===== config.mk =====
export PLATFORM = sky130hd
export DESIGN_NAME = ws281x_pixel_ser
export DESIGN_NICKNAME = d
export VERILOG_FILES = /design/src/rtl/ws281x_pkg.sv /design/src/rtl/ws281x_latch_timer.sv /design/src/rtl/ws281x_pixel_ser.sv
export SDC_FILE = /design/constraint.sdc
export NUM_CORES = 1
export LEC_CHECK = 0
export CAP_MARGIN = 20
export CORE_UTILIZATION = 55
export DETAILED_ROUTE_END_ITERATION = 8
export HOLD_SLACK_MARGIN = 0.05
export PLACE_DENSITY_LB_ADDON = 0.08
export SLEW_MARGIN = 20
export SYNTH_ARGS = -nofsm -noshare
export SYNTH_HDL_FRONTEND = slang
export SYNTH_SLANG_ARGS = --single-unit

===== constraint.sdc =====
create_clock -name clk_in -period 3.35 [get_ports clk_in]
set_input_delay 0.5025 -clock clk_in [delete_from_list [all_inputs] [get_ports clk_in]]
set_output_delay 0.5025 -clock clk_in [all_outputs]
set_load 0.005 [all_outputs]

===== src/rtl/ws281x_pkg.sv =====
// Shared definitions for the WS281x pixel serializer: FSM state encoding and default widths.
package ws281x_pkg;

    localparam int unsigned DEFAULT_PIXEL_BITS = 24;
    localparam int unsigned DEFAULT_RST_CNT_W  = 16;

    typedef logic [2:0] ws281x_ser_state_t;

    localparam ws281x_ser_state_t IDLE  = 3'd0;
    localparam ws281x_ser_state_t SEND  = 3'd1;
    localparam ws281x_ser_state_t WAIT  = 3'd2;
    localparam ws281x_ser_state_t LOAD  = 3'd3;
    localparam ws281x_ser_state_t LATCH = 3'd4;

endpackage


===== src/rtl/ws281x_latch_timer.sv =====
// Loadable down-counter for the line-reset low period; expire is high in the final counted cycle.
module ws281x_latch_timer #(
    parameter int unsigned CNT_W = 16
) (
    input  logic             clk,
    input  logic             rst,
    input  logic             load,
    input  logic [CNT_W-1:0] load_val,
    input  logic             run,
    output logic             expire
);

    logic [CNT_W-1:0] cnt_q;

    always_ff @(posedge clk) begin
        if (rst) begin
            cnt_q <= '0;
        end else if (load) begin
            cnt_q <= load_val;
        end else if (run && (cnt_q != '0)) begin
            cnt_q <= cnt_q - CNT_W'(1);
        end
    end

    // A load value of 0 still yields one expiring cycle once running.
    assign expire = run && (cnt_q == '0);

endmodule


===== src/rtl/ws281x_pixel_ser.sv =====
// Pixel word to serial bit-request converter for ws281x_code, with end-of-frame latch period.
module ws281x_pixel_ser
    import ws281x_pkg::*;
#(
    parameter int unsigned PIXEL_BITS = DEFAULT_PIXEL_BITS,
    parameter int unsigned RST_CNT_W  = DEFAULT_RST_CNT_W
) (
    input  logic                  clk_in,
    input  logic                  rst_in,
    input  logic                  pixel_vld_in,
    input  logic [PIXEL_BITS-1:0] pixel_data_in,
    input  logic                  pixel_last_in,
    output logic                  pixel_rdy_out,
    input  logic [RST_CNT_W-1:0]  rst_cnt_in,
    input  logic                  bit_done_in,
    output logic                  bit_rdy_out,
    output logic                  bit_data_out,
    output logic                  frame_done_out,
    output logic                  underrun_out,
    output logic                  busy_out
);

    localparam int unsigned CNT_W = $clog2(PIXEL_BITS);

    ws281x_ser_state_t     state_q, state_d;
    logic [PIXEL_BITS-1:0] shift_q;
    logic [CNT_W-1:0]      bit_cnt_q;
    logic                  last_q;
    logic                  load_entry_q;
    logic                  xfer;
    logic                  pixel_done;
    logic                  latch_load;
    logic                  latch_expire;

    assign xfer       = pixel_vld_in && pixel_rdy_out;
    assign pixel_done = (bit_cnt_q == CNT_W'(PIXEL_BITS - 1));

    always_comb begin
        state_d    = state_q;
        latch_load = 1'b0;
        case (state_q)
            IDLE:  if (xfer) state_d = SEND;
            SEND:  state_d = WAIT;
            WAIT: begin
                if (bit_done_in) begin
                    if (!pixel_done) begin
                        state_d = SEND;
                    end else if (last_q) begin
                        state_d    = LATCH;
                        latch_load = 1'b1;
                    end else begin
                        state_d = LOAD;
                    end
                end
            end
            LOAD:  if (xfer) state_d = SEND;
            LATCH: if (latch_expire) state_d = IDLE;
            default: state_d = IDLE;
        endcase
    end

    always_ff @(posedge clk_in) begin
        if (rst_in) begin
            state_q      <= IDLE;
            shift_q      <= '0;
            bit_cnt_q    <= '0;
            last_q       <= 1'b0;
            load_entry_q <= 1'b0;
        end else begin
            state_q      <= state_d;
            load_entry_q <= (state_d == LOAD) && (state_q != LOAD);
            if (xfer) begin
                shift_q   <= pixel_data_in;
                bit_cnt_q <= '0;
                last_q    <= pixel_last_in;
            end else if ((state_q == WAIT) && bit_done_in && !pixel_done) begin
                shift_q   <= {shift_q[PIXEL_BITS-2:0], 1'b0};
                bit_cnt_q <= bit_cnt_q + CNT_W'(1);
            end
        end
    end

    ws281x_latch_timer #(
        .CNT_W (RST_CNT_W)
    ) u_latch_timer (
        .clk      (clk_in),
        .rst      (rst_in),
        .load     (latch_load),
        .load_val (rst_cnt_in),
        .run      (state_q == LATCH),
        .expire   (latch_expire)
    );

    assign pixel_rdy_out  = (state_q == IDLE) || (state_q == LOAD);
    assign bit_rdy_out    = (state_q == SEND);
    // MSB of the shift register is the bit in flight; forced low while latching.
    assign bit_data_out   = ((state_q == SEND) || (state_q == WAIT)) && shift_q[PIXEL_BITS-1];
    assign frame_done_out = latch_expire;
    assign underrun_out   = (state_q == LOAD) && load_entry_q && !pixel_vld_in;
    assign busy_out       = (state_q != IDLE);

endmodule

After elaboration in Yosys (flattened, before gate mapping). Index checks and enable logic that the tools add are counted.

Add/subtract/negate cells: 2. Eq/ne operators: 7. Mux-type cells: 14. Reductions and logical operators: 21.

Operators by type and width (count): 24-bit 2-to-1 mux (2); 16-bit 2-to-1 mux (2); 16-bit zero test (1); 16-bit nonzero test (1); 16-bit by 1-bit subtractor with 16-bit output (second input constant) (1); 3-bit 2-to-1 mux (5); 3-bit case mux with 4 select lines (1); 3-bit by 2-bit == test with 1-bit output (second input constant) (3); 1-bit logical AND (9); 5-bit by 1-bit adder with 5-bit output (second input constant) (1); 5-bit == test (second input constant) (1); 1-bit 2-to-1 mux (4); 2-bit nonzero test (2); 2-bit OR reduction (2); 3-bit by 1-bit == test with 1-bit output (second input constant) (1); 3-bit == test (second input constant) (1); 3-bit zero test (1); 3-bit by 2-bit inequality test with 1-bit output (second input constant) (1); 3-bit nonzero test (1); 1-bit zero test (2); 1-bit logical OR (2).

Register bits: 50. Input port bits: 45. Output and inout port bits: 6. Logic and storage cells: 50.

Depth between registers and ports, before layout.
Word-level depth: 7. Mapped depth: 7. Gate-level depth less buffers: 6.

Modules after synthesis. Synthesis repeated with hierarchy kept, for this count alone.

Cell total of the unflattened synthesis: 291. Area total of the unflattened synthesis: 2481.1 µm².

By module, submodules not included: ws281x_pixel_ser (instances 1, cells each 174, area each 1515.2 µm², seq. area each 680.7 µm²); ws281x_latch_timer (instances 1, cells each 117, area each 965.9 µm², seq. area each 320.3 µm²).

Worst setup path after synthesis. OpenSTA, ideal clock, no wires.

Path type: reg-to-reg. Start point: reg u_latch_timer.cnt_q[7]. End point: reg u_latch_timer.cnt_q[13]. Library setup time: 91 ps. Arrival time: 1778 ps. Required time: 3259 ps. Setup slack: 1481 ps. Stages on the path, launching flop included: 5. Path buffers: 0. Clock period less this slack: 1869 ps. Cell sequence: dfxtp_1 or3_4 or4_1 or4_1 a311oi_1.

Cells in the longest elaborated chain, start to end: 3. Elaborated cells between the ends (all ways): 6. Classes of those cells: 1 x add/sub; 2 x mux; 3 x reduce/logical.

Ends and longest elaborated chain: from (decl) (RTL line ws281x_latch_timer.sv:13) `logic [CNT_W-1:0] cnt_q;`; from (signal assigned) (RTL line ws281x_latch_timer.sv:19) `cnt_q <= load_val;`; from (signal assigned) (RTL line ws281x_latch_timer.sv:21) `cnt_q <= cnt_q - CNT_W'(1);`; 16-bit by 1-bit subtractor with 16-bit output or 16-bit nonzero test (tied branches) (RTL line ws281x_latch_timer.sv:21, ws281x_latch_timer.sv:20); 16-bit 2-to-1 mux or 1-bit logical AND (tied branches) (RTL line ws281x_latch_timer.sv:20) `end else if (run && (cnt_q != '0)) begin`; 16-bit 2-to-1 mux or 2-bit nonzero test (tied branches).

Several ways; a longest one is shown, not always the timed one. The select of a mux whose other input is x is not followed. A chain may end at the register's enable or synchronous reset.

Worst setup path in the final report.
Start point: reg u_latch_timer.cnt_q[0]. End point: out frame_done_out.

Cells in the longest elaborated chain, start to end: 2.

Ends and longest elaborated chain: 16-bit zero test (RTL line ws281x_latch_timer.sv:26) `assign expire = run && (cnt_q == '0);`; 1-bit logical AND (RTL line ws281x_latch_timer.sv:26); to (decl) (RTL line ws281x_pixel_ser.sv:18) `output logic frame_done_out,`.

No other way between the ends.

==> run_results.csv <==
group,metric,value,unit
run_status,status,"finished, final reports clean",
floorplan,num_rows,24,
worst_hold_path,holdCritPathClass,"reg -> reg",
global_route,grt_start_max_net_pins,53,
yosys,syn_avg_cell_area,8.544,um^2
clock_tree,clkSinkCount,50,
run,cap_violations,0,
global_route,grt_pass1_vias,2229,
yosys,syn-num-nets,345,
global_route,antenna_found_initial,0,
clock_tree,cts_tree,"yes",
yosys,synth_edf_count,0,
global_route,grt_pass1_wl,10040,um
route,vias,2415,
final_layout,area_delta_synth_final,24.56,%
timing,max_clock_freq,364.3,MHz
route,drtAntennaViolNets,0,
setup_path,rr_startpoint,"u_latch_timer.cnt_q[2]",
timing,finalCriticalPeriod,2.745,ns
timing,finalHoldViolCount,0,
placed_design,hpwl,3886,um
timing,tightest_slew,0.9365,ns
setup_path,arrival,2.24,ns
floorplan,die_h,69.92,um
setup_path,worstPathMaxFanout,5,
route,via_per_inst,6.161,
yosys,async_flop_share,0,%
route,wl_per_cell,14.62,um
route,dr.first_iter.drc_count,131,
setup_path,startpoint_type,"flip-flop",
yosys,yosysTopAreaCell,"dfxtp_1",
timing,clock_skew,0.01018,ns
pwr,ir_drop,0.2558,mV
clock_tree,post_cts_resized,0,
global_route,overflow,0,
floorplan,die_area,4889,um^2
clock_tree,cts_setup_buffers,0,
yosys,synth_top_area_share,39.45,%
yosys,yosys-top-cells-area,"dfxtp_1 (39%), a22oi_1 (7.1%), a21oi_1 (5.3%)",
clock_tree,cts_root_buf,"clkbuf_8",
yosys,yosysSeqAreaShare,39.45,%
timing,maxSlewHeadroom,37.57,%
clock_tree,cts_buffers,5,
clock_tree,hold_buffers,0,
yosys,ys_warn_count,0,
final_layout,final_nets,387,
yosys,syn_inst,297,
yosys,synthDistinctLibCells,50,
placed_design,portBuffers,50,
timing,slew_viol_final,0,
route,drc,0,
global_route,track_usage,24.91,%
timing,fin_setup_tns,0,ns
setup_path,cp-end-kind,"output pin",
floorplan,initial_core_util,57.88,%
timing,setup_violations,0,
pwr,leakagePower,1.070,nW
final_layout,drive_above_1_share,8.235,%
clock_tree,cts_buffer_depth,2,
clock_tree,ctsHtreeMaxLevel,2,
clock_tree,insertion_delay,0.30,ns
yosys,synth-seq-cells,50,
timing,finalCritPeriodShare,81.94,%
worst_hold_path,worstHoldStart,"shift_q[23]",
setup_path,required,2.85,ns
setup_path,crit_path_start,"u_latch_timer.cnt_q[0]",
route,first_pass_iters,5,
floorplan,die_x,69.92,um
yosys,yosys_most_used_dff,"dfxtp_1",
timing,rsz0062_at_grt,"no",
placed_design,gp_congestion,0.7938,
final_layout,fillers,357,
yosys,netlist_area,2537,um^2
floorplan,core-area,4384,um^2
final_layout,antennaDiodeCount,0,
clock_tree,path_clk_slew,0.09,ns
setup_path,worstSetupPathType,"reg -> out",
route,wirelength,5730,um
final_layout,utilization,72.09,%
floorplan,io_pins,51,
pwr,p_per_area,389.9,nW/um^2
## Yosys cell counts (all sizes together) (6+ instances only)
| cell type | count |
|---|---|
| a21oi | 27 |
| inv | 7 |
| a22oi | 24 |
| a311oi | 7 |
| nand3 | 7 |
| nand4b | 6 |
| dfxtp | 50 |
| nor2 | 26 |
| nand4 | 8 |
| nor4 | 12 |
| clkbuf | 14 |
| nand2 | 30 |
| nor3 | 10 |
## sequential cells by signal, summed over array words and instances, names as in the netlist
register             flops
bit_cnt_q                5
last_q                   1
load_entry_q             1
shift_q                 24
state_q                  3
u_latch_timer.cnt_q     16
## cell type report
cell class	count	area (um^2)	share of cell area, %
timing repair buffer	54	525.5	16.63
clock buffer	6	72.57	2.296
sequential	50	1001	31.67
multi-input combinational	221	1433	45.33
tap	52	65.06	2.059
inverter	7	26.28	0.8314
clock inverter	2	37.54	1.188
## cell usage in the layout, fill, tap and decap left out, drive strengths merged, types with 4 or more instances in the layout
master and instances:
a211oi 5, a21oi 27, a22oi 24, a311oi 7, buf 5, clkbuf 6
clkdlybuf4s50 49, dfxtp 50, inv 7, nand2 30, nand3 7, nand4 8
nand4b 6, nor2 26, nor3 10, nor4 12, o21ai 4, or3 4
## layer usage
layer  global-route usage, %  vias up  wire length (um)
met5                       0        -                 0
met4                   5.333        0                51
met3                   4.040        6               274
met2                   39.10       63              2621
met1                   36.15     1126              2783
li1                        -     1220                 -
## critical path, cell delays in order (launching register included)
cell	delay, ns
dfxtp_1	0.33
inv_1	0.10
ha_1	0.28
nor3b_1	0.42
nand4_1	0.14
nor2_1	0.15
clkdlybuf4s50_1	0.51
## per-stage QoR
stage / hold WS, ns / total power [mW] / std cells / cell area [um^2] / worst slack (ns)
after floorplan: 0.4315 / 0.7401 / 297 / 2537 / 1.481
after global placement: 0.4380 / 0.8224 / 384 / 3050 / 1.006
after detailed placement: 0.4466 / 0.8252 / 384 / 3050 / 0.9798
after CTS: 0.4585 / 1.239 / 392 / 3161 / 0.6364
after global routing: 0.4812 / 1.288 / 392 / 3161 / 0.5136
final: 0.4560 / 1.232 / 392 / 3161 / 0.6051
## where the power goes
group | internal (mW) | switching, mW
Combinational | 0.0918 | 0.0785
Clock | 0.223 | 0.198
Sequential | 0.621 | 0.0197
Total | 0.936 | 0.296
## worst paths after layout
check	endpoint	slack, ns	cells past startpoint
worst max-delay path	frame_done_out	0.61	6
worst min-delay path	shift_q[23]	0.46	2
worst max register to register	u_latch_timer.cnt_q[10]	1.17	4
worst min register to register	shift_q[23]	0.46	2
## kinds of logic after synthesis
family	synth area share, %
buffers and inverters	4.093
DFF	39.45
AOI/OAI and AO/OA	22.98
xor gates and xnor gates	1.726
and+or+nand+nor	29.49
adders and majority gates	1.479
muxes	0.7890
Power figures use the tool's default switching activity.
